<file path="src/rtl/i2s_ctrl_pkg.sv">
// i2s_ctrl_pkg: shared state encoding and reset defaults for the I2S stream controller
package i2s_ctrl_pkg;
    typedef enum logic [2:0] {IDLE, PRIME, RUN, STOP, QUIESCE} ctrl_state_t;
    localparam logic [5:0] RES_DEFAULT = 6'd16;
    localparam logic [9:0] DIV_DEFAULT = 10'd4;
    localparam logic [7:0] UNDERRUN_MAX = 8'd255;
endpackage

</file>
<file path="src/rtl/i2s_tx_fifo.sv">
// i2s_tx_fifo: synchronous FIFO with registered full/empty flags and a flush
module i2s_tx_fifo #(
    parameter int WIDTH = 16,
    parameter int DEPTH = 4
) (
    input  logic                     sysclk,
    input  logic                     reset,
    input  logic                     push,
    input  logic                     pop,
    input  logic                     flush,
    input  logic [WIDTH-1:0]         din,
    output logic [WIDTH-1:0]         dout,
    output logic                     full,
    output logic                     empty,
    output logic [$clog2(DEPTH):0]   count
);
    localparam int AW = $clog2(DEPTH);
    logic [WIDTH-1:0] mem [DEPTH];
    logic [AW-1:0] wr_ptr, rd_ptr;
    logic [AW:0] count_n;
    logic do_push, do_pop;
    assign do_push = push && !full;
    assign do_pop = pop && !empty;
    assign dout = mem[rd_ptr];
    assign count_n = flush ? '0 :
                     (do_push && !do_pop) ? count + 1'b1 :
                     (!do_push && do_pop) ? count - 1'b1 : count;
    always_ff @(posedge sysclk) begin
        if (do_push) mem[wr_ptr] <= din;
    end
    always_ff @(posedge sysclk) begin
        if (!reset) begin
            wr_ptr <= '0;
            rd_ptr <= '0;
            count  <= '0;
            full   <= 1'b0;
            empty  <= 1'b1;
        end else begin
            wr_ptr <= flush ? '0 : do_push ? wr_ptr + 1'b1 : wr_ptr;
            rd_ptr <= flush ? '0 : do_pop ? rd_ptr + 1'b1 : rd_ptr;
            count  <= count_n;
            full   <= count_n == (AW+1)'(DEPTH);
            empty  <= count_n == '0;
        end
    end
endmodule

</file>
<file path="src/rtl/i2s_stream_ctrl.sv">
// i2s_stream_ctrl: sequences the lscc_i2s_codec master and feeds/collects its samples
module i2s_stream_ctrl
    import i2s_ctrl_pkg::*;
#(
    parameter int DATA_WIDTH       = 16,
    parameter int TRANSCEIVER_MODE = 0,
    parameter int FIFO_DEPTH       = 4,
    parameter int PRIME_LEVEL      = 2,
    parameter int QUIESCE_CYCLES   = 8
) (
    input  logic        sysclk,
    input  logic        reset,
    input  logic        cfg_wr,
    input  logic [5:0]  cfg_res,
    input  logic [9:0]  cfg_div,
    input  logic        cfg_swap,
    output logic        cfg_err,
    input  logic        start,
    input  logic        stop,
    input  logic        tx_valid,
    input  logic [31:0] tx_data,
    output logic        tx_ready,
    output logic        rx_valid,
    output logic [31:0] rx_data,
    output logic        rx_chan,
    output logic        busy,
    output logic [7:0]  underrun_cnt,
    output logic [5:0]  codec_sampleres,
    output logic [9:0]  codec_clkdiv,
    output logic        codec_sampleorder,
    output logic        codec_enabler,
    output logic [31:0] codec_i2din,
    input  logic        codec_buffer,
    input  logic [31:0] codec_i2dout,
    input  logic        codec_lrclk
);
    localparam int CW = $clog2(FIFO_DEPTH) + 1;
    localparam int QW = $clog2(QUIESCE_CYCLES + 1);
    localparam bit TX = (TRANSCEIVER_MODE == 0);
    ctrl_state_t state, next;
    logic [CW-1:0] count;
    logic [QW-1:0] qcnt;
    logic [DATA_WIDTH-1:0] head;
    logic full, empty, word, push, pop, flush, enabler_d, busy_d;
    logic unused_bits;
    assign unused_bits = ^{tx_data, codec_i2dout};
    // a word boundary is a codec buffer pulse while the codec is enabled
    assign word = codec_buffer && (state == RUN || state == STOP);
    assign pop = word && TX;
    assign tx_ready = TX && (state == PRIME || state == RUN) && !full;
    assign push = tx_valid && tx_ready;
    assign flush = state == QUIESCE || (state == PRIME && stop);
    i2s_tx_fifo #(.WIDTH(DATA_WIDTH), .DEPTH(FIFO_DEPTH)) u_fifo (
        .sysclk(sysclk), .reset(reset), .push(push), .pop(pop), .flush(flush),
        .din(tx_data[DATA_WIDTH-1:0]), .dout(head), .full(full), .empty(empty), .count(count)
    );
    always_ff @(posedge sysclk) begin
        if (!reset) begin
            state <= IDLE;
            qcnt  <= '0;
        end else begin
            state <= next;
            qcnt  <= state == QUIESCE ? qcnt + 1'b1 : '0;
        end
    end
    always_comb begin
        next = state;
        case (state)
            IDLE:    next = stop ? IDLE : start ? (TX ? PRIME : RUN) : IDLE;
            PRIME:   next = stop ? IDLE : count >= CW'(PRIME_LEVEL) ? RUN : PRIME;
            RUN:     next = stop ? STOP : RUN;
            STOP:    next = codec_buffer ? QUIESCE : STOP;
            QUIESCE: next = qcnt == QW'(QUIESCE_CYCLES - 1) ? IDLE : QUIESCE;
            default: next = IDLE;
        endcase
    end
    always_comb begin
        enabler_d = next == RUN || next == STOP;
        busy_d = next != IDLE;
    end
    always_ff @(posedge sysclk) begin
        if (!reset) begin
            codec_enabler     <= 1'b0;
            busy              <= 1'b0;
            cfg_err           <= 1'b0;
            codec_sampleres   <= RES_DEFAULT;
            codec_clkdiv      <= DIV_DEFAULT;
            codec_sampleorder <= 1'b0;
            codec_i2din       <= '0;
            underrun_cnt      <= '0;
            rx_valid          <= 1'b0;
            rx_data           <= '0;
            rx_chan           <= 1'b0;
        end else begin
            codec_enabler <= enabler_d;
            busy          <= busy_d;
            cfg_err       <= cfg_wr && state != IDLE;
            if (cfg_wr && state == IDLE) begin
                codec_sampleres   <= cfg_res;
                codec_clkdiv      <= cfg_div;
                codec_sampleorder <= cfg_swap;
            end
            if (pop) codec_i2din <= empty ? '0 : 32'(head);
            if (pop && empty && underrun_cnt != UNDERRUN_MAX) underrun_cnt <= underrun_cnt + 1'b1;
            rx_valid <= word && !TX;
            if (word && !TX) begin
                rx_data <= 32'(codec_i2dout[DATA_WIDTH-1:0]);
                rx_chan <= codec_lrclk;
            end
        end
    end
endmodule

</file>
<file path="config.mk">
export PLATFORM = sky130hd
export DESIGN_NAME = i2s_stream_ctrl
export DESIGN_NICKNAME = d
export VERILOG_FILES = /design/src/rtl/i2s_ctrl_pkg.sv /design/src/rtl/i2s_tx_fifo.sv /design/src/rtl/i2s_stream_ctrl.sv
export SDC_FILE = /design/constraint.sdc
export NUM_CORES = 1
export LEC_CHECK = 0
export CELL_PAD_IN_SITES_DETAIL_PLACEMENT = 0
export CELL_PAD_IN_SITES_GLOBAL_PLACEMENT = 1
export CORE_UTILIZATION = 49
export DETAILED_ROUTE_END_ITERATION = 10
export DONT_BUFFER_PORTS = 1
export GPL_TIMING_DRIVEN = 1
export PLACE_DENSITY_LB_ADDON = 0.1
export SYNTH_ARGS = -nofsm -noshare
export SYNTH_HDL_FRONTEND = slang
export SYNTH_SLANG_ARGS = --single-unit
</file>
<file path="constraint.sdc">
create_clock -name sysclk -period 1.9 [get_ports sysclk]
set_input_delay 0.19 -clock sysclk [delete_from_list [all_inputs] [get_ports sysclk]]
set_output_delay 0.19 -clock sysclk [all_outputs]
set_load 0.05 [all_outputs]
</file>
==> results.json <==
{
  "max_freq_mhz": 580.1,
  "drive_gt1_share_pct": 17.89,
  "p_per_area_nw_per_um2": 1011,
  "synth_warnings": 0,
  "switching_share_pct": 26.06,
  "seqPwrFrac_pct": 46.5,
  "synth_common_cells": "edfxtp_1, dfxtp_1, buf_4",
  "ios": 184,
  "setup_violations": 0,
  "fin_nets": 588,
  "rows": 37,
  "critPathArrivalTime_ns": 1.53,
  "syn_inst": 423,
  "portBuffers": 0,
  "totalNegativeSetupSlack_ns": 0,
  "cts_buffers": 17,
  "min_path_type": "input port to register",
  "dominantRegCellSynth": "edfxtp_1",
  "start_util_pct": 51.22,
  "worst_slew_pin_slew_ns": 0.5569,
  "post_cts_buffers": 0,
  "drtIter0Drc": 122,
  "vias": 3148,
  "p_clk_share_pct": 44.8,
  "synth.largest_area_cell": "edfxtp_1",
  "critPathLaunchType": "register",
  "insertedDiodeCount": 0,
  "ys_top_cells_by_area": "edfxtp_1, dfxtp_1, buf_4, mux4_2, nand2_1",
  "drtAntennaViolNets": 0,
  "combPwrFrac_pct": 8.7,
  "insertion_delay_ns": 0.51,
  "dp_hpwl_um": 6199,
  "htree_levels": 4,
  "wire_per_inst_um": 15.43,
  "dpl_cell_area_um2": 5549,
  "cp.required_ns": 1.71,
  "async_flop_share_pct": 0,
  "synth-seq-cells": 126,
  "netlist_area_um2": 5383,
  "rsz0062_at_grt": "false",
  "synth_area_per_cell_um2": 12.72,
  "fin_skew_ns": 0.006380,
  "grt.overflow.total": 0,
  "stdcell_area_um2": 6504,
  "maxCapViolations": 0,
  "clock-root-buffer": "clkbuf_8",
  "netSwitchingPower_mw": 1.714,
  "multi_input_area_um2": 1909,
  "clk_pin_slew_worst_paths_ns": 0.06,
  "grt_pass1_wl_um": 15580,
  "synth_seq_area_share_pct": 58.76,
  "die_width_um": 106.8,
  "synth_top_area_share_pct": 35.70,
  "grt_max_degree": 50,
  "synth_edf_count": 64,
  "clock_path_buffers": 2,
  "worstSetupEndpointType": "primary output",
  "grt_pass1_vias": 3128,
  "drcViolationCount": 0,
  "place.gp.congestion": 0.7349,
  "p_leak_nw": 2.436,
  "route.final.wire_length_um": 9857,
  "min_period_over_period_pct": 90.74,
  "intPower_mw": 4.863,
  "yosys.cell_count.top_type": "edfxtp_1",
  "min_period_ns": 1.724,
  "antenna_found_initial": 0,
  "clock-sinks": 126,
  "hold_viol": 0,
  "worstSetupPathType": "register to primary output",
  "die_h_um": 106.8,
  "areaGrowthSynthToFinish_pct": 20.83,
  "status": "finished clean",
  "drtPass1Iterations": 4,
  "ir_worst_vdd_v": 0.0006961,
  "max-slew-margin-rel_pct": 62.82,
  "grt_use_total_pct": 18.42,
  "path_max_fanout": 10,
  "yosysUniqueCellTypes": 51,
  "cts_tree": "yes",
  "regArea_um2": 3166,
  "fill_cells": 794,
  "routed_via_density": 4.926,
  "core-area_um2": 10510,
  "slew_violations": 0,
  "die_area_um2": 11410
}
[worst max-delay path, stage by stage, from the launching register on]
cell     delay (ns)
dfxtp_2        0.50
xnor2_2        0.17
nor3_2         0.13
buf_4          0.22
[kinds of logic after synthesis]
logic type / Yosys count / synth area share [%]
XOR/XNOR: 14 / 2.766
multiplexers: 19 / 7.253
flip-flops: 126 / 58.76
adder cells (fa/ha/maj): 9 / 2.092
AND/OR/NAND/NOR: 125 / 12.37
buffers and inverters: 79 / 9.414
other: 1 / 0.06967
AO/OA/AOI/OAI: 50 / 7.276
[layout make-up]
cell class / count / share of cell area [%]
Clock buffer: 19 / 6.637
Clock inverter: 13 / 1.731
Multi-Input combinational cell: 267 / 29.36
Inverter: 11 / 0.6349
Tap cell: 136 / 2.616
Timing Repair Buffer: 67 / 10.35
Sequential cell: 126 / 48.67
[power groups by stage]
stage / clock (mW) / combinational (mW) / sequential (mW)
after detailed placement: 0 / 0.479 / 3.11
after CTS: 3.00 / 0.576 / 3.05
after floorplan: 0 / 0.512 / 3.10
after global routing: 3.12 / 0.619 / 3.06
after global placement: 0 / 0.475 / 3.11
final: 2.95 / 0.574 / 3.06
[registers in the layout, indices dropped and copies added (netlist names), 3 cells and up, named ones only]
register	cells
u_fifo.mem	64
u_fifo.count	3
state	3
underrun_cnt	8
codec_sampleres	6
codec_clkdiv	10
codec_i2din	16
qcnt	4
[metrics by stage]
| step | cells | hold WS [ns] | total power [mW] | util [%] | setup WS [ns] |
|---|---|---|---|---|---|
| 2_1_floorplan | 472 | 0.2889 | 3.610 | - | 0.04988 |
| 3_3_place_gp | 568 | 0.2727 | 3.587 | 52.80 | 0.07507 |
| 3_5_place_dp | 568 | 0.2770 | 3.592 | 52.80 | 0.06450 |
| 4_1_cts | 639 | 0.06534 | 6.635 | 61.81 | 0.02767 |
| 5_1_grt | 639 | 0.08239 | 6.803 | 61.89 | 0.04126 |
| 6_report | 639 | 0.08278 | 6.577 | 61.89 | 0.1760 |
[metal layers]
metal,GRT usage (%),vias up,wire length [um]
li1,-,1537,-
met1,20.56,1484,4108
met2,31.34,105,4920
met3,6.018,22,613
met4,9.589,0,215
met5,0,-,0
[path summary, 6_finish.rpt]
kind	from	endpoint	slack, ns	depth (start not counted)
setup reg to reg	state[1]$_SDFF_PN0_	busy$_SDFF_PN0_	0.18	5
hold / removal	cfg_wr	codec_sampleres[2]$_SDFFE_PN0P_	0.08	4
hold reg to reg	qcnt[0]$_SDFF_PN0_	qcnt[0]$_SDFF_PN0_	0.44	1
setup / recovery	state[1]$_SDFF_PN0_	tx_ready	0.18	3
[layout by cell type (no fill, tap or decap), types with 5 or more instances in the layout]
cell / n
buf_4: 23
nor3_1: 6
a21boi_0: 8
clkbuf_16: 16
inv_1: 11
a21oi_1: 5
and3_1: 6
a22oi_1: 16
edfxtp_1: 64
conb_1: 50
clkinv_2: 5
and2_1: 10
nand2_1: 44
ha_1: 9
nand3_1: 7
xor2_1: 7
nor2b_1: 18
buf_12: 6
dfxtp_1: 60
nor2_1: 17
a21boi_1: 8
dlygate4sd3_1: 38
mux4_2: 16
[what timing repair did]
item,4_1_cts,5_1_grt
resized for setup,1,2
hold endpoints to repair,125,0
setup endpoints to repair,1,1
hold buffers,39,0
No activity file was read; power rests on OpenSTA's default activity.
